File: src/rtl/load_store_unit_pkg.sv
// Shared definitions for the load/store unit: alucodes, FSM states, access sizes and decode helpers.
package load_store_unit_pkg;

    localparam logic [5:0] ALU_LB  = 6'd20;
    localparam logic [5:0] ALU_LH  = 6'd21;
    localparam logic [5:0] ALU_LW  = 6'd22;
    localparam logic [5:0] ALU_LBU = 6'd23;
    localparam logic [5:0] ALU_LHU = 6'd24;
    localparam logic [5:0] ALU_SB  = 6'd25;
    localparam logic [5:0] ALU_SH  = 6'd26;
    localparam logic [5:0] ALU_SW  = 6'd27;

    typedef enum logic [1:0] {
        ST_IDLE   = 2'd0,
        ST_ACCESS = 2'd1,
        ST_RESP   = 2'd2
    } lsu_state_e;

    typedef enum logic [1:0] {
        SZ_B    = 2'd0,
        SZ_H    = 2'd1,
        SZ_W    = 2'd2,
        SZ_NONE = 2'd3
    } lsu_size_e;

    function automatic lsu_size_e code_size(input logic [5:0] code);
        lsu_size_e sz;
        case (code)
            ALU_LB, ALU_LBU, ALU_SB: sz = SZ_B;
            ALU_LH, ALU_LHU, ALU_SH: sz = SZ_H;
            ALU_LW, ALU_SW:          sz = SZ_W;
            default:                 sz = SZ_NONE;
        endcase
        return sz;
    endfunction

    function automatic logic code_is_store(input logic [5:0] code);
        return (code == ALU_SB) || (code == ALU_SH) || (code == ALU_SW);
    endfunction

    function automatic logic code_is_signed(input logic [5:0] code);
        return (code == ALU_LB) || (code == ALU_LH);
    endfunction

endpackage

File: src/rtl/load_store_unit_align.sv
// lsu_align: byte-enable / store-lane steering and load extraction with sign or zero extension.
// Optional misalignment detection is compiled in with LSU_MISALIGN_TRAP_EN.
module lsu_align
    import load_store_unit_pkg::*;
(
    input  logic [5:0]  code_i,
    input  logic [1:0]  addr_lo_i,
    input  logic [31:0] wdata_i,
    input  logic [31:0] rdata_i,
    output logic        is_mem_o,
    output logic        is_store_o,
    output logic        misalign_o,
    output logic [3:0]  be_o,
    output logic [31:0] wdata_o,
    output logic [31:0] rdata_o
);

    lsu_size_e   size;
    logic [31:0] byte_rep;
    logic [31:0] half_rep;
    logic [7:0]  rbyte [4];
    logic [7:0]  sel_byte;
    logic [15:0] sel_half;
    logic        sign_ext;

    assign size       = code_size(code_i);
    assign is_mem_o   = (size != SZ_NONE);
    assign is_store_o = code_is_store(code_i);
    assign sign_ext   = code_is_signed(code_i);

    genvar gi;
    generate
        for (gi = 0; gi < 4; gi++) begin : g_lane
            assign byte_rep[8*gi +: 8] = wdata_i[7:0];
            assign half_rep[8*gi +: 8] = wdata_i[8*(gi%2) +: 8];
            assign rbyte[gi]           = rdata_i[8*gi +: 8];
        end
    endgenerate

    assign sel_byte = rbyte[addr_lo_i];
    assign sel_half = addr_lo_i[1] ? rdata_i[31:16] : rdata_i[15:0];

    always_comb begin
        be_o    = 4'b0000;
        wdata_o = 32'h0;
        rdata_o = 32'h0;
        case (size)
            SZ_B: begin
                be_o    = 4'b0001 << addr_lo_i;
                wdata_o = byte_rep;
                rdata_o = {{24{sign_ext & sel_byte[7]}}, sel_byte};
            end
            SZ_H: begin
                be_o    = addr_lo_i[1] ? 4'b1100 : 4'b0011;
                wdata_o = half_rep;
                rdata_o = {{16{sign_ext & sel_half[15]}}, sel_half};
            end
            SZ_W: begin
                be_o    = 4'b1111;
                wdata_o = wdata_i;
                rdata_o = rdata_i;
            end
            default: ;
        endcase
    end

`ifdef LSU_MISALIGN_TRAP_EN
    assign misalign_o = ((size == SZ_H) && addr_lo_i[0]) ||
                        ((size == SZ_W) && (addr_lo_i != 2'b00));
`else
    assign misalign_o = 1'b0;
`endif

endmodule

File: src/rtl/load_store_unit.sv
// Load/store unit: req/ack data-memory transaction between execute and writeback.
// Define LSU_MISALIGN_TRAP_EN to reject misaligned H/W accesses without touching memory.
module load_store_unit
    import load_store_unit_pkg::*;
#(
    parameter int unsigned ACK_TIMEOUT = 255
) (
    input  logic        clk,
    input  logic        rst,
    input  logic        req_valid,
    output logic        req_ready,
    input  logic [5:0]  req_alucode,
    input  logic [31:0] req_addr,
    input  logic [31:0] req_wdata,
    output logic        dmem_req,
    output logic        dmem_we,
    output logic [31:0] dmem_addr,
    output logic [3:0]  dmem_be,
    output logic [31:0] dmem_wdata,
    input  logic        dmem_ack,
    input  logic [31:0] dmem_rdata,
    output logic        rsp_valid,
    output logic [31:0] rsp_data,
    output logic        rsp_err,
    output logic        rsp_misalign
);

    localparam int CNT_W = (ACK_TIMEOUT > 1) ? $clog2(ACK_TIMEOUT + 1) : 1;
    localparam logic [CNT_W:0] TIMEOUT_V = (CNT_W + 1)'(ACK_TIMEOUT);

    lsu_state_e  state_q;
    logic [5:0]  code_q;
    logic [1:0]  addr_lo_q;
    logic        dmem_req_q;
    logic        dmem_we_q;
    logic [31:0] dmem_addr_q;
    logic [3:0]  dmem_be_q;
    logic [31:0] dmem_wdata_q;
    logic        rsp_valid_q;
    logic [31:0] rsp_data_q;
    logic        rsp_err_q;
    logic        rsp_misalign_q;
    logic [CNT_W-1:0] cnt_q;
    logic [CNT_W:0]   cnt_d;

    logic [5:0]  sel_code;
    logic [1:0]  sel_addr_lo;
    logic        al_is_mem;
    logic        al_is_store;
    logic        al_misalign;
    logic [3:0]  al_be;
    logic [31:0] al_wdata;
    logic [31:0] al_rdata;

    // In IDLE the aligner decodes the incoming request; afterwards the latched op drives extraction.
    assign sel_code    = (state_q == ST_IDLE) ? req_alucode     : code_q;
    assign sel_addr_lo = (state_q == ST_IDLE) ? req_addr[1:0]   : addr_lo_q;

    lsu_align u_align (
        .code_i     (sel_code),
        .addr_lo_i  (sel_addr_lo),
        .wdata_i    (req_wdata),
        .rdata_i    (dmem_rdata),
        .is_mem_o   (al_is_mem),
        .is_store_o (al_is_store),
        .misalign_o (al_misalign),
        .be_o       (al_be),
        .wdata_o    (al_wdata),
        .rdata_o    (al_rdata)
    );

    assign cnt_d = {1'b0, cnt_q} + (CNT_W + 1)'(1);

    always_ff @(posedge clk) begin
        if (rst) begin
            state_q        <= ST_IDLE;
            code_q         <= 6'd0;
            addr_lo_q      <= 2'b00;
            dmem_req_q     <= 1'b0;
            dmem_we_q      <= 1'b0;
            dmem_addr_q    <= 32'h0;
            dmem_be_q      <= 4'h0;
            dmem_wdata_q   <= 32'h0;
            rsp_valid_q    <= 1'b0;
            rsp_data_q     <= 32'h0;
            rsp_err_q      <= 1'b0;
            rsp_misalign_q <= 1'b0;
            cnt_q          <= '0;
        end else begin
            rsp_valid_q <= 1'b0;
            case (state_q)
                ST_IDLE: begin
                    if (req_valid && al_is_mem) begin
                        code_q    <= req_alucode;
                        addr_lo_q <= req_addr[1:0];
                        cnt_q     <= '0;
                        if (al_misalign) begin
                            state_q        <= ST_RESP;
                            rsp_valid_q    <= 1'b1;
                            rsp_data_q     <= 32'h0;
                            rsp_err_q      <= 1'b1;
                            rsp_misalign_q <= 1'b1;
                        end else begin
                            state_q      <= ST_ACCESS;
                            dmem_req_q   <= 1'b1;
                            dmem_we_q    <= al_is_store;
                            dmem_addr_q  <= {req_addr[31:2], 2'b00};
                            dmem_be_q    <= al_be;
                            dmem_wdata_q <= al_wdata;
                        end
                    end
                end
                ST_ACCESS: begin
                    if (dmem_ack) begin
                        state_q        <= ST_RESP;
                        dmem_req_q     <= 1'b0;
                        rsp_valid_q    <= 1'b1;
                        rsp_data_q     <= dmem_we_q ? 32'h0 : al_rdata;
                        rsp_err_q      <= 1'b0;
                        rsp_misalign_q <= 1'b0;
                        cnt_q          <= '0;
                    end else if ((ACK_TIMEOUT != 0) && (cnt_d == TIMEOUT_V)) begin
                        state_q        <= ST_RESP;
                        dmem_req_q     <= 1'b0;
                        rsp_valid_q    <= 1'b1;
                        rsp_data_q     <= 32'h0;
                        rsp_err_q      <= 1'b1;
                        rsp_misalign_q <= 1'b0;
                        cnt_q          <= '0;
                    end else begin
                        cnt_q <= cnt_d[CNT_W-1:0];
                    end
                end
                ST_RESP: begin
                    state_q        <= ST_IDLE;
                    rsp_data_q     <= 32'h0;
                    rsp_err_q      <= 1'b0;
                    rsp_misalign_q <= 1'b0;
                end
                default: state_q <= ST_IDLE;
            endcase
        end
    end

    assign req_ready    = (state_q == ST_IDLE);
    assign dmem_req     = dmem_req_q;
    assign dmem_we      = dmem_we_q;
    assign dmem_addr    = dmem_addr_q;
    assign dmem_be      = dmem_be_q;
    assign dmem_wdata   = dmem_wdata_q;
    assign rsp_valid    = rsp_valid_q;
    assign rsp_data     = rsp_data_q;
    assign rsp_err      = rsp_err_q;
    assign rsp_misalign = rsp_misalign_q;

endmodule

File: config.mk
export PLATFORM = sky130hd
export DESIGN_NAME = load_store_unit
export DESIGN_NICKNAME = d
export VERILOG_FILES = /design/src/rtl/load_store_unit_pkg.sv /design/src/rtl/load_store_unit_align.sv /design/src/rtl/load_store_unit.sv
export SDC_FILE = /design/constraint.sdc
export NUM_CORES = 1
export LEC_CHECK = 0
export ABC_AREA = 1
export ABC_CLOCK_PERIOD_IN_PS = 2800
export BUFFER_PORTS_ARGS = -buffer_cell sky130_fd_sc_hd__buf_2
export CAP_MARGIN = 30
export CORE_ASPECT_RATIO = 1.25
export CORE_UTILIZATION = 50
export CTS_BUF_LIST = sky130_fd_sc_hd__clkbuf_4
export DETAILED_ROUTE_END_ITERATION = 6
export GPL_TIMING_DRIVEN = 1
export HOLD_SLACK_MARGIN = 0.12
export PLACE_DENSITY = 0.86
export SYNTH_ARGS = -nofsm -noshare
export SYNTH_HDL_FRONTEND = slang
export SYNTH_SLANG_ARGS = --single-unit
File: constraint.sdc
create_clock -name clk -period 2.8 [get_ports clk]
set_input_delay 0.14 -clock clk [delete_from_list [all_inputs] [get_ports clk]]
set_output_delay 0.14 -clock clk [all_outputs]
set_load 0.02 [all_outputs]
After elaboration in Yosys (flattened, before gate mapping). Memories as Yosys holds them, arrays and structs flattened. Cells that the tools add are included.

Add/subtract/negate cells: 1. Order comparisons: 1. Equality and inequality tests: 13. Shift operators: 1. Multiplexer cells: 33. Bitwise operators: 4. Reductions and logical operators: 14.

Operators with widths (number): $pmux 32 s3 (2); $mux 32 (3); $pmux 32 s2 (1); $mux 8 (5); $eq 6x5->1 const B (5); $bmux 8 s2 (1); $mux 16 (1); $pmux 8 s2 (1); $pmux 4 s3 (1); $mux 2 (5); $add 8x1->9 const B (1); $eq 9x8->1 const B (1); $reduce_and 2->1 (4); $mux 1 (7); $mux 6 (1); $pmux 1 s2 (3); $eq 2x1->1 const B (2); $eq 2x2->1 const B (2); $logic_not 2->1 (2); $mux 4 (1); $pmux 2 s2 (1); $reduce_bool 2->1 (2); $shl 1x2->4 const A (1); $ge 3x3->1 const B (1); 10 further kinds (13).

Bits in registers: 121. Bits in read-only memories: 64. Input port bits: 106. Output and inout bits: 106. Word-level logic and storage cells: 81. Memories: 1.

Memory list: (name not given) (words 32, bits a word 2, rd ports 1, clocked after Yosys merged registers in 0, write ports 0, line load_store_unit_pkg.sv:28) `case (code)`.

Depth between registers and ports, before layout. Gate-level depths: netlist of the first run.

Word-level depth: 11. Depth in mapped cells: 16. Mapped depth without buffers: 15.

Cells and area by module. Synthesis of the first run repeated with hierarchy kept, for this count alone.

Cell total of the unflattened synthesis: 1103. Area, all modules: 6877.8 um2.

Modules (own cells, without submodules): load_store_unit (times used 1, cells an instance 761, area an instance 5158.7 um2, seq. area each 2422.3 um2); lsu_align (times used 1, cells an instance 342, area an instance 1719.1 um2, seq. area each 0.0 um2).

Worst setup path before layout of the first run. Ideal clock, no wire load.

Path type: reg-to-reg. Start point: reg state_q[1]. End point: reg state_q[0]. Library setup time: 115 ps. Data arrival time: 1800 ps. Data required time: 2685 ps. Setup slack: 886 ps. Cell stages (with the launch flop): 15. Path buffers: 3. Clock period less this slack: 1914 ps. Path through: dfxtp_1 -> nor2_4 -> buf_6 -> nand2_1 -> o21ai_2 -> nand2_1 -> nand2_2 -> nand2_2 -> nand2_4 -> nand2_4 -> nand2_4 -> inv_2 -> buf_6 -> buf_6 -> o21a_1.

Word-level cells in the longest chain between the ends: 8. Elaborated cells between the ends (all ways): 11. Classes of those cells: eq/ne: 4; mux: 3; reduce/logical: 3; memory: 1.

Ends and longest elaborated chain: start, declared (line load_store_unit.sv:31) `lsu_state_e state_q;`; start signal, assigned (line load_store_unit.sv:76) `state_q <= ST_IDLE;`; start signal, assigned (line load_store_unit.sv:98) `state_q <= ST_RESP;`; start signal, assigned (line load_store_unit.sv:104) `state_q <= ST_ACCESS;`; $logic_not 2->1 (*); via req_ready (line load_store_unit.sv:11) `output logic req_ready,`; $mux 6 (line load_store_unit.sv:56) `assign sel_code = (state_q == ST_IDLE) ? req_alucode : code_q;`; $mem_v2 32x2; $mux 2 (line load_store_unit_pkg.sv:28); $ne 2x2->1 (line load_store_unit_align.sv:27) `assign is_mem_o = (size != SZ_NONE);`; $logic_and 1x1->1 (line load_store_unit.sv:93) `if (req_valid && al_is_mem) begin`; $ne 2x1->1 (no source line); $reduce_and 2->1 (no source line).

The timed path passes the listed nets; every way through them passes the cells marked *. A chain may end at the register's enable or synchronous reset.

Worst setup path in the final report of the first run.
Start point: reg cnt_q[0]. End point: reg rsp_err_q, in the netlist rsp_err.

Word-level cells in the longest chain between the ends: 4.

Ends and longest elaborated chain: start, declared (line load_store_unit.sv:43) `logic [CNT_W-1:0] cnt_q;`; start signal, assigned (line load_store_unit.sv:131) `cnt_q <= cnt_d[CNT_W-1:0];`; $add 8x1->9 (line load_store_unit.sv:72) `assign cnt_d = {1'b0, cnt_q} + (CNT_W + 1)'(1);`; $eq 9x8->1 (line load_store_unit.sv:122) `end else if ((ACK_TIMEOUT != 0) && (cnt_d == TIMEOUT_V)) begin`; $ne 3x3->1 (no source line); $reduce_and 2->1 (no source line); end signal, assigned (line load_store_unit.sv:86) `rsp_err_q <= 1'b0;`; end signal, assigned (line load_store_unit.sv:119) `rsp_err_q <= 1'b0;`; end signal, assigned (line load_store_unit.sv:127) `rsp_err_q <= 1'b1;`; end, declared (line load_store_unit.sv:41) `logic rsp_err_q;`.

No other way between the ends.

==> key figures, run 1 <==
Run status
  – Status: complete, but fails checks
  – Failing checks: DRC

Die
  – Cell Rows: 45
  – Core ar.: ~12,000 um^2
  – Die area: between 10,000 and 15,000 um^2
  – Die height: between 100 and 150 um
  – Starting Density: around half
  – Die width: between 100 and 150 um
  – I/O Pins: 212

Run
  – # Max-Cap Violations: 0

Finish
  – Post-layout util: a little over two thirds
  – Share of cells above drive strength 1: roughly 22%
  – Fin cells: between 1,000 and 1,500
  – P&R area growth vs syn: 38.1%
  – Commonest cells after routing, fill and taps aside: nand2_1 (240), buf_2 (208), nor2_1 (128), dfxtp_1 (120), nand3_1 (116)
  – Most common cell after layout, fill and taps aside: nand2_1
  – FILL cells: 996
  – Nets@finish: between 1,000 and 1,500
  – Design area: between 8000 and 9000 um^2

GRT
  – Gr usage total: 34.6%
  – Vias in the first global route: 7,359
  – Initial antenna violation count: 5
  – Largest net degree at the start of global routing: 57
  – First-pass GRT wire length: ~35 mm
  – Total congestion overflow: 0

CTS
  – Clock transition at path regs: 120 ps
  – Sink Count: 120
  – # H-tree levels: 4
  – CTS tree: done
  – Root buffer cell: clkbuf_4
  – Total CTS buffers: 17
  – CTS max path bufs: 2
  – Post CTS Setup Buffer Count: 0
  – Worst-Skew Late Latency: between 500 and 600 ps

Min path
  – Hold crit path type: in -> reg

Worst setup path
  – Worst Path Max Fanout: 35
  – Crit path required time: 3210 ps
  – CP Cell Sequence: ha_1, nand3_1, o21bai_1, nand2_1, nor2_1, nand3_1, nand2_1, nand2_1, buf_6, nand3_1, a21oi_1, dlygate4sd3_1
  – Buf/Inv on CP: 2
  – Worst setup path class: reg -> reg
  – Worst Setup End Kind: flip-flop
  – CP delay by family, top: simple AND/OR/NAND/NOR gates
  – Critical Path Start Type: flip-flop
  – Slowest stage delay, CP: between 500 and 600 ps
  – WP data arrival: about 3000 ps
  – Slowest-stage cell, CP: dlygate4sd3_1

Placed design
  – Pre-CTS setup slack: between 200 and 250 ps
  – Port buffer count: around 210
  – Post-Place Cells: approximately 1,300
  – Placed Area: a little over 7000 um^2
  – GP Congestion: between 0.8 and 0.9
  – Final HPWL DP: 13.2 mm

STA
  – RSZ-0062 raised after global routing: false
  – Hold WS: 235 ps
  – Peak Freq: 387 MHz
  – Fin. Hold Viols: 0
  – Final setup TNS: 0 ps
  – Period Utilization, post-route: 92.3%
  – Setup Skew: between 20 and 25 ps
  – Fin. max-slew vios: 0
  – Slew headroom: around 56%
  – Measured slew at the worst slew-check pin: 659 ps
  – Post-route setup slack: between 200 and 250 ps
  – Setup violators final: 0
  – Shortest period the worst path allows: 2590 ps

Drt
  – Final WL: 21.9 mm
  – Post-route ant nets: 0
  – WL per Instance: about 15 um
  – DRC Markers: 7
  – Vias per cell: ~5.4
  – DR iter-0 viols: around 530
  – Vias: 7,561
  – 1st-pass router iterations: 7

Synth
  – Synth cell types: 36
  – Asr flop ratio synth: 0%
  – Avg Cell Area, Syn: around 6.5 um^2
  – Synth Cell Area: around 6200 um^2
  – Register area share after synthesis: between 30% and 40%
  – Primary FF master, synth: dfxtp_1
  – Cell count after synthesis: 946
  – Total of warnings raised by yosys: 0
  – Number of synthesized flops with an enable pin: 0
  – #FFs+latches synth: 120

Power
  – Total power draw: around 4 mW
  – Pwr/cell area: roughly 460 nW/um^2
  – Leakage: about 4.3 nW
  – VDD IR max: 315 uV
repair_timing:
| action | in CTS | in global routing |
|---|---|---|
| gates resized for setup | 0 | 3 |
| hold buffers | 102 | 0 |
| hold endpoints to repair | 113 | 0 |
| setup endpoints to repair | 0 | 15 |
state kept, by name, summed over array words and instances, names as in the netlist:
| register | flops |
|---|---|
| addr_lo_q | 2 |
| cnt_q | 8 |
| code_q | 6 |
| dmem_addr | 30 |
| dmem_be | 4 |
| dmem_req | 1 |
| dmem_wdata | 32 |
| dmem_we | 1 |
| rsp_data | 32 |
| rsp_err | 1 |
| rsp_valid | 1 |
| state_q | 2 |
cells in the mapped netlist (3+ instances only):
master    count  share of area (%)
nand2_4       4               0.73
nand2_1     240                 15
a21oi_1      64                5.2
nand3_1     116                9.4
inv_2         3               0.18
buf_6        12                2.2
o21ai_0      86                6.9
dfxtp_1     120                 39
nor2_4        3               0.55
inv_1        72                4.4
nor2_1      128                7.8
buf_2        14                1.1
buf_4         6               0.73
nand2_2       6               0.61
clkbuf_1     25                1.5
nand4_1      22                2.2
per-layer routing:
metal,global-route usage (%),vias to the layer above,share of wire (%)
met1,36.5,3354,36
met5,0,-,0.13
met3,9.04,111,8.8
met4,23.8,4,6.0
li1,-,3634,-
met2,59.3,458,49
path summary, 6_finish.rpt:
path                                   start                          to  slack (ps)  cells past startpoint
setup / recovery       cnt_q[0]$_SDFFE_PP0P_        rsp_err$_SDFFE_PP0P_         210                     12
setup reg to reg       cnt_q[0]$_SDFFE_PP0P_        rsp_err$_SDFFE_PP0P_         210                     12
hold / removal                req_alucode[3]        dmem_we$_SDFFE_PP0P_         240                      7
hold reg to reg   dmem_wdata[4]$_SDFFE_PP0P_  dmem_wdata[4]$_SDFFE_PP0P_         470                      2
cell families after synthesis:
family | Yosys count | synth area share [%]
AO/OA/AOI/OAI | 159 | 13.3
XOR/XNOR | 2 | 0.283
adder cells (fa/ha/maj) | 2 | 0.404
buffers and inverters | 138 | 10.5
flip-flops | 120 | 38.8
other | 1 | 0.0605
AND/OR/NAND/NOR | 524 | 36.7
worst register-to-register path, cell delays in order, from the launching register on:
cell,delay (ps)
dfxtp_1,430
ha_1,210
nand3_1,140
o21bai_1,200
nand2_1,80
nor2_1,120
nand3_1,90
nand2_1,160
nand2_1,110
buf_6,210
nand3_1,100
a21oi_1,60
dlygate4sd3_1,570
power breakdown:
group	internal (mW)	total (mW)	switching, mW
Sequential	1.78	1.82	0.0402
Combinational	0.328	0.861	0.532
Clock	0.476	1.26	0.784
Total	2.58	3.94	1.36
cell type report:
cell class	instances	area, um^2	area share (%)
Clock inverter	15	153	1.78
Tap cell	164	205	2.40
Timing Repair Buffer	326	2210	25.9
Clock buffer	17	128	1.49
Inverter	78	295	3.45
Antenna cell	3	7.51	0.0877
Multi-Input combinational cell	690	3150	36.9
Sequential cell	120	2400	28.1
(Power assumes the default switching activity.)
==> run 2: changes to the inputs <==
SETUP_SLACK_MARGIN = 0.5   (was not set)
==> key figures, run 2 (same netlist as run 1, synthesis figures left out) <==
Finish
  – P&R area growth vs syn: 41.7%
  – Share of cells above drive strength 1: 23.9% (+1.5 points)
  – FF+latch area: 2410 um^2 (+0.42%)
  – Post-layout util: 72.5% (+1.8 points)
  – Nets@finish: 1,350 (+0.67%)
  – Footprint of the multi-input gates: 3230 um^2 (+2.3%)
  – Design area: 8780 um^2 (+2.6%)
  – FILL cells: 959 (-3.7%)
  – Commonest cells after routing, fill and taps aside: nand2_1 (238), buf_2 (208), nor2_1 (125), dfxtp_1 (116), nand3_1 (115)
  – Most common cell after layout, fill and taps aside: nand2_1

STA
  – Shortest period the worst path allows: 2190 ps (-400 ps)
  – Measured slew at the worst slew-check pin: 767 ps (+108 ps)
  – Period Utilization, post-route: 78.0% (-14 points)
  – Setup violators final: 0 (unchanged)
  – Slew headroom: 48.6% (-7.2 points)
  – Fin. max-slew vios: 0 (unchanged)
  – Hold WS: 258 ps (+23.1 ps)
  – Peak Freq: 458 MHz (+18%)
  – Final setup TNS: 0 ps (unchanged)
  – Setup Skew: 27.3 ps (+3.86 ps)
  – RSZ-0062 raised after global routing: false
  – Fin. Hold Viols: 0 (unchanged)

Worst setup path
  – Critical Path Start Type: flip-flop
  – Crit path required time: 3240 ps (+30 ps)
  – Worst Setup End Kind: flip-flop
  – Worst setup path class: reg -> reg
  – WP data arrival: 2620 ps (-380 ps)
  – Worst Path Max Fanout: 28 (-20%)

Placed design
  – GP Congestion: 0.894 (unchanged)
  – Port buffer count: 208 (unchanged)
  – Final HPWL DP: 13.2 mm (unchanged)
  – Placed Area: 7240 um^2 (unchanged)

Power
  – Sequential Power Share: 45.4% (-0.7 points)
  – P_sw: 1.39 mW (+2.6%)
  – Combinational share of power: 23.0% (+1.1 points)
  – Pwr/cell area: 456 nW/um^2 (-0.91%)
  – VDD IR max: 325 uV (+3.1%)
  – Clk pwr share: 31.6% (-0.4 points)
  – Switching Share: 34.8% (+0.33 points)
  – Int Pwr: 2.61 mW (+1.1%)
  – Leakage: 4.32 nW (+1.5%)
  – Total power draw: 4.00 mW (+1.7%)

Run status
  – Status: finished clean

CTS
  – Root buffer cell: clkbuf_4
  – Total CTS buffers: 17 (unchanged)
  – Worst-Skew Late Latency: 540 ps (about the same)
  – # H-tree levels: 4 (unchanged)
  – CTS max path bufs: 2 (unchanged)
  – CTS tree: done
  – Sink Count: 120 (unchanged)
  – Clock transition at path regs: 140 ps (+20 ps)

GRT
  – Gr usage total: 34.6% (about the same)
  – Initial antenna violation count: 5 (unchanged)
  – Total congestion overflow: 0 (unchanged)
  – Largest net degree at the start of global routing: 57 (unchanged)
  – Vias in the first global route: 7,366 (+0.095%)
  – First-pass GRT wire length: 34.7 mm (unchanged)

Die
  – Cell Rows: 45 (unchanged)
  – Core ar.: 12,100 um^2 (unchanged)
  – Die height: 126 um (unchanged)
  – Starting Density: 51.2% (unchanged)
  – Die width: 102 um (unchanged)
  – I/O Pins: 212 (unchanged)
  – Die area: 12,800 um^2 (unchanged)

Drt
  – WL per Instance: 16.0 um (+3.4%)
  – DRC Markers: 0 (-7)
  – DR iter-0 viols: 566 (+6.0%)
  – Final WL: 22.8 mm (+4.1%)
  – Vias per cell: 5.42 (+1.4%)
  – Post-route ant nets: 0 (unchanged)
  – 1st-pass router iterations: 6 (-1)
  – Vias: 7,714 (+2.0%)

Run
  – # Max-Cap Violations: 0 (unchanged)

Min path
  – Hold crit path type: in -> reg
## run 2: changes by cell type in the layout (fill, tap and decap cells not counted), sizes merged
cell and delta:
dlygate4sd3 -1, nor2 +2, clkbuf +2, clkinv -1, buf +5, clkinvlp +1, o21ai +1
## run 2: worst paths after layout
kind	start	to	slack, ps	depth (start not counted)
hold reg to reg	dmem_req$_SDFFE_PP0P_	dmem_req$_SDFFE_PP0P_	470	2
hold / removal	req_alucode[3]	dmem_we$_SDFFE_PP0P_	260	7
setup / recovery	state_q[1]$_SDFFE_PP0P_	dmem_addr[22]$_SDFFE_PP0P_	610	14
setup reg to reg	state_q[1]$_SDFFE_PP0P_	dmem_addr[22]$_SDFFE_PP0P_	610	14
## run 2: area by class of cell
class                      count  share of cell area (%)
tap                          164                    2.34
timing repair buffer         332                    26.7
multi-input combinational    693                    36.7
sequential                   120                    27.5
inverter                      78                    3.49
clock inverter                15                    1.74
clock buffer                  17                    1.45
antenna                        3                  0.0855
## run 2: through the flow
| stage | std cells | worst slack, ps |
|---|---|---|
| 2_1_floorplan | 948 | 886 |
| 3_3_place_gp | 1276 | 361 |
| 3_5_place_dp | 1276 | 242 |
| 4_1_cts | 1410 | 436 |
| 5_1_grt | 1422 | 463 |
| 6_report | 1422 | 615 |
## run 2: power by group through the flow
stage / logic, mW / clock network, mW / registers [mW]
5_1_grt: 0.996 / 1.37 / 1.82
4_1_cts: 0.827 / 1.28 / 1.81
3_3_place_gp: 0.699 / 0 / 1.85
6_report: 0.920 / 1.27 / 1.82
3_5_place_dp: 0.709 / 0 / 1.85
2_1_floorplan: 0.397 / 0 / 1.92
## run 2: timing repair
item / CTS / global route
gates resized for setup: 7 / 34
setup buffers: 1 / 4
setup endpoints to repair: 112 / 116
cloned: 0 / 5
endpoints found under the hold margin: 113 / 0
pin swaps: 1 / 7
hold buffers: 101 / 0
## run 2: per-layer routing
metal,vias up,track usage [%],share of wire (%)
met4,4,23.8,6.0
li1,3656,-,-
met2,502,59.3,49
met3,114,8.98,9.3
met5,-,0,0.12
met1,3438,36.5,35
## run 2: critical path, stage by stage, from the launching register on
cell and delay [ps]:
dfxtp_4 400, nor2_4 200, nand2_1 100, nand2_1 160, nor2_4 70, nand2_1 120, nand2_4 80, nand2_4 140
nand2_4 90, nand2_8 120, inv_8 60, buf_12 120, clkbuf_16 180, nor2_1 170, nor2_1 80
==> run 3: changes to the inputs <==
ABC_AREA = 0   (was 1)
ABC_CLOCK_PERIOD_IN_PS = 2100   (was 2800)
PLACE_DENSITY = 0.88   (was 0.86)
clock period = 2.1 ns   (was 2.8 ns; I/O delays follow)
==> key figures, run 3 <==
Run status
  – Status: did not finish
  – Halt Stage: global routing (5_1_grt)
  – First Err: [ERROR GRT-0232] Routing congestion too high. Check the congestion heatmap in the GUI.

Die
  – I/O Pins: 212 (unchanged)
  – Starting Density: 51.4% (+0.19 points)
  – Cell Rows: 42 (-6.7%)
  – Die height: 118 um (-6.3%)
  – Die width: 95.2 um (-6.3%)

Synth
  – Avg Cell Area, Syn: 8.78 um^2 (+34%)
  – Number of synthesized flops with an enable pin: 0 (unchanged)
  – Share of the synthesized area in the top cell type: 44.3% (+5.5 points)
  – Primary FF master, synth: dfxtp_1
  – Register area share after synthesis: 44.3% (+5.5 points)
  – Cell count after synthesis: 618 (-35%)
  – Asr flop ratio synth: 0% (unchanged)
  – Synth cell types: 66 (+83%)
  – Yosys top cell by area: dfxtp_1
  – Total of warnings raised by yosys: 0 (unchanged)
  – #FFs+latches synth: 120 (unchanged)
  – Synth Cell Area: 5430 um^2 (-12%)
  – Top cells by count, synth: dfxtp_1 (120), nand2_1 (108), a21oi_1 (67)
  – Synth area leaders: dfxtp_1 (44%), nand2_1 (7.5%), a21oi_1 (6.2%), a221o_1 (4.4%), mux4_2 (3.3%)
  – Top-count cell post-synth: dfxtp_1

STA
  – Worst setup endpoint GRT: dmem_wdata[24]$_SDFFE_PP0P_/D
  – Worst EP Category: register input

CTS
  – Root buffer cell: clkbuf_4
  – Total CTS buffers: 17 (unchanged)
  – # H-tree levels: 4 (unchanged)
  – Sink Count: 120 (unchanged)
  – CTS max path bufs: 2 (unchanged)

Placed design
  – Placed Area: 7130 um^2 (-1.4%)
  – GP Congestion: 0.891 (-0.28%)
  – Final HPWL DP: 12.5 mm (-5.0%)
  – Port buffer count: 208 (unchanged)
  – Pre-CTS setup slack: -306 ps (-548 ps)

GRT
  – Largest net degree at the start of global routing: 50
  – Gr usage total: ~67%
  – Total congestion overflow: 6
==> run 3: what timing repair did <==
item / CTS
setup buffers: 10
hold buffers: 102
setup endpoints to repair: 121
endpoints found under the hold margin: 108
resized for setup: 22
pin swaps: 12
cloned: 5
==> run 3: through the flow <==
stage	util (%)	TNS [ps]	hold WS (ps)	std cells
global placement	67.5	-12320	331	982
CTS	83.1	-11130	123	1131
detailed placement	67.5	-17060	338	982
floorplan	-	-6210	223	620
==> run 3: layer usage <==
| metal | global-route usage (%) | overflow |
|---|---|---|
| met1 | 68.5 | 0 |
| met2 | 87.4 | 2 |
| met3 | 44.0 | 0 |
| met4 | 66.6 | 4 |
| met5 | 6.86 | 0 |
==> run 3: cell families after synthesis <==
group | share of synthesized area (%)
multiplexers | 4.54
adder cells (fa/ha/maj) | 0.461
AND/OR/NAND/NOR | 20.4
flip-flops | 44.3
buffers and inverters | 5.56
AO/OA/AOI/OAI | 23.9
other | 0.0691
XOR/XNOR | 0.807
==> run 4: changes to the inputs <==
CORE_ASPECT_RATIO = not set   (was 1.25)
CORE_UTILIZATION = 35   (was 50)
CTS_BUF_LIST = not set   (was sky130_fd_sc_hd__clkbuf_4)
HOLD_SLACK_MARGIN = not set   (was 0.12)
PLACE_DENSITY = not set   (was 0.88)
PLACE_DENSITY_LB_ADDON = 0.15   (was not set)
SETUP_SLACK_MARGIN = not set   (was 0.5)
==> key figures, run 4 <==
Die
  – Die area: roughly 16,000 um^2
  – Cell Rows: 45 (+7.1%)
  – I/O Pins: 212 (unchanged)
  – Die height: 127 um (+6.8%)
  – Die width: 127 um (+33%)
  – Starting Density: 35.8% (-16 points)
  – Core ar.: 15,100 um^2

Worst setup path
  – Slowest-stage cell, CP: or4b_1
  – Worst Setup End Kind: flip-flop
  – Worst Path Max Fanout: 10
  – CP delay by family, top: simple AND/OR/NAND/NOR gates
  – Worst setup path class: reg -> reg
  – Buf/Inv on CP: 2
  – Crit path required time: about 2400 ps
  – Critical Path Start Type: flip-flop
  – Slowest stage delay, CP: about 590 ps
  – CP Cell Sequence: or4b_1, o21a_2, a2111oi_4, buf_4, buf_6, or3_4, nand2_1, a311oi_1
  – WP data arrival: roughly 2800 ps

Finish
  – Most common cell after layout, fill and taps aside: buf_2
  – Design area: 9610 um^2
  – Commonest cells after routing, fill and taps aside: buf_2 (208), dfxtp_1 (116), nand2_1 (92), buf_4 (84), dlygate4sd3_1 (81)
  – N_diodes: 0
  – Share of cells above drive strength 1: between 40% and 50%
  – P&R area growth vs syn: 77.0%
  – FILL cells: roughly 1,200
  – Nets@finish: approximately 1,100

Drt
  – WL per Instance: roughly 17 um
  – DR iter-0 viols: 370
  – 1st-pass router iterations: 5
  – Vias per cell: ~5.3
  – DRC Markers: 0
  – Final WL: a little over 20 mm
  – Post-route ant nets: 0
  – Vias: around 6,400

STA
  – Setup violators final: 116
  – Shortest period the worst path allows: around 2500 ps
  – Slew headroom: approximately two fifths
  – Post-route setup slack: -370 ps
  – Setup Skew: ~7.5 ps
  – Hold WS: -22.7 ps
  – Period Utilization, post-route: 118%
  – Fin. max-slew vios: 0
  – Fin. Hold Viols: 5
  – Final setup TNS: -26,980 ps
  – Measured slew at the worst slew-check pin: roughly 900 ps
  – RSZ-0062 raised after global routing: true
  – Peak Freq: about 400 MHz

Power
  – Switching Share: between 20% and 30%
  – P_sw: around 1.5 mW
  – Leakage: around 4.2 nW
  – VDD IR max: 500 uV
  – Int Pwr: 4.44 mW
  – Pwr/cell area: between 600 and 700 nW/um^2
  – Clk pwr share: between 40% and 50%
  – Combinational share of power: between 10% and 20%
  – Sequential Power Share: between 30 and 40%

Synth
  – Total of warnings raised by yosys: 0 (unchanged)
  – Share of the synthesized area in the top cell type: 44.3% (unchanged)
  – Register area share after synthesis: 44.3% (unchanged)
  – Primary FF master, synth: dfxtp_1
  – Asr flop ratio synth: 0% (unchanged)
  – Cell count after synthesis: 618 (unchanged)
  – Synth cell types: 66 (unchanged)
  – Avg Cell Area, Syn: 8.78 um^2 (unchanged)
  – #FFs+latches synth: 120 (unchanged)
  – Top-count cell post-synth: dfxtp_1
  – Synth area leaders: dfxtp_1 (44%), nand2_1 (7.5%), a21oi_1 (6.2%), a221o_1 (4.4%), mux4_2 (3.3%)
  – Top cells by count, synth: dfxtp_1 (120), nand2_1 (108), a21oi_1 (67)
  – Number of synthesized flops with an enable pin: 0 (unchanged)
  – Yosys top cell by area: dfxtp_1
  – Synth Cell Area: 5430 um^2 (unchanged)

CTS
  – Clock transition at path regs: approximately 50 ps
  – Worst-Skew Late Latency: approximately 420 ps
  – Root buffer cell: clkbuf_16
  – CTS max path bufs: 2 (unchanged)
  – Sink Count: 120 (unchanged)
  – # H-tree levels: 4 (unchanged)
  – CTS tree: done
  – Total CTS buffers: 17 (unchanged)

Placed design
  – Final HPWL DP: 12.5 mm (+0.14%)
  – Port buffer count: 208 (unchanged)
  – GP Congestion: 0.889 (-0.24%)
  – Placed Area: 7250 um^2 (+1.6%)

GRT
  – Gr usage total: a little under a quarter
  – M2 GR Usage: around two fifths
  – Largest net degree at the start of global routing: a little over 80
  – First-pass GRT wire length: between 20 and 30 mm
  – Grt peak-use layer: met2
  – Vias in the first global route: 6,034
  – Met1 Resource Use GR: around 28%
  – Initial antenna violation count: 0
  – Total congestion overflow: 0
  – M3 GR Usage: around 6.2%

Run
  – # Max-Cap Violations: 0

Min path
  – Hold crit path type: in -> reg

Run status
  – Status: complete, but fails checks
  – Failing checks: hold timing, setup timing
[run 4: through the flow]
stage / setup WS [ps] / util, % / power [mW] / hold WS [ps] / std cells
floorplan: -251 / - / 2.71 / 223 / 620
CTS: -365 / 58.6 / 5.85 / 0.636 / 1173
detailed placement: -488 / 47.9 / 3.02 / 335 / 1052
finish: -370 / 63.4 / 5.93 / -22.7 / 1203
global route: -467 / 63.4 / 6.14 / 3.94 / 1203
global placement: -550 / 47.8 / 3.00 / 333 / 1051
[run 4: logic make-up (layout without fill, tap and decap cells)]
| kind of cell | Yosys count | in the layout | synth area share, % |
|---|---|---|---|
| AO/OA/AOI/OAI | 180 | 181 | 23.9 |
| AND/OR/NAND/NOR | 235 | 235 | 20.4 |
| multiplexers | 14 | 14 | 4.54 |
| flip-flops | 120 | 120 | 44.3 |
| XOR/XNOR | 5 | 5 | 0.807 |
| other | 1 | 3 | 0.0691 |
| adder cells (fa/ha/maj) | 2 | 2 | 0.461 |
| buffers and inverters | 61 | 455 | 5.56 |
[run 4: final cells by class]
| type | count | area (um^2) | share of cell area, % |
|---|---|---|---|
| Sequential cell | 120 | 2410 | 25.1 |
| Inverter | 10 | 46.3 | 0.482 |
| Tap cell | 188 | 235 | 2.45 |
| Timing Repair Buffer | 415 | 3170 | 33.0 |
| Clock inverter | 9 | 77.6 | 0.808 |
| Multi-Input combinational cell | 440 | 3200 | 33.4 |
| Clock buffer | 21 | 460 | 4.79 |
[run 4: power by group through the flow]
| stage | Sequential [mW] | Clock (mW) | Combinational [mW] |
|---|---|---|---|
| detailed placement | 2.39 | 0 | 0.628 |
| finish | 2.34 | 2.69 | 0.896 |
| global route | 2.34 | 2.84 | 0.952 |
| global placement | 2.39 | 0 | 0.619 |
| floorplan | 2.43 | 0 | 0.282 |
| CTS | 2.34 | 2.73 | 0.787 |
[run 4: final timing paths]
| check | slack [ps] | end | start | cells past startpoint |
|---|---|---|---|---|
| setup reg to reg | -370 | dmem_wdata[8]$_SDFFE_PP0P_ | state_q[1]$_SDFFE_PP0P_ | 8 |
| setup / recovery | -370 | dmem_wdata[8]$_SDFFE_PP0P_ | state_q[1]$_SDFFE_PP0P_ | 8 |
| hold reg to reg | 450 | dmem_addr[16]$_SDFFE_PP0P_ | dmem_addr[16]$_SDFFE_PP0P_ | 2 |
| hold / removal | -20 | dmem_wdata[17]$_SDFFE_PP0P_ | req_wdata[17] | 3 |
[run 4: worst register-to-register path: cells and delay by family, from the launching register on]
family                 cells  cell delay [ps]
AO/OA/AOI/OAI              3              810
buffers and inverters      2              360
flip-flops                 1              360
AND/OR/NAND/NOR            3              850
[run 4: metal layers]
layer	up-vias	wire length, um
met5	-	0
li1	3010	-
met2	275	10200
met3	42	1170
met1	3058	8590
met4	0	477
[run 4: repair_timing]
action / in CTS / in global routing
pin swaps: 9 / 45
hold buffers: 79 / 2
setup endpoints to repair: 118 / 117
endpoints found under the hold margin: 79 / 2
buffers inserted: 10 / 21
cloned: 2 / 9
resized for setup: 50 / 84
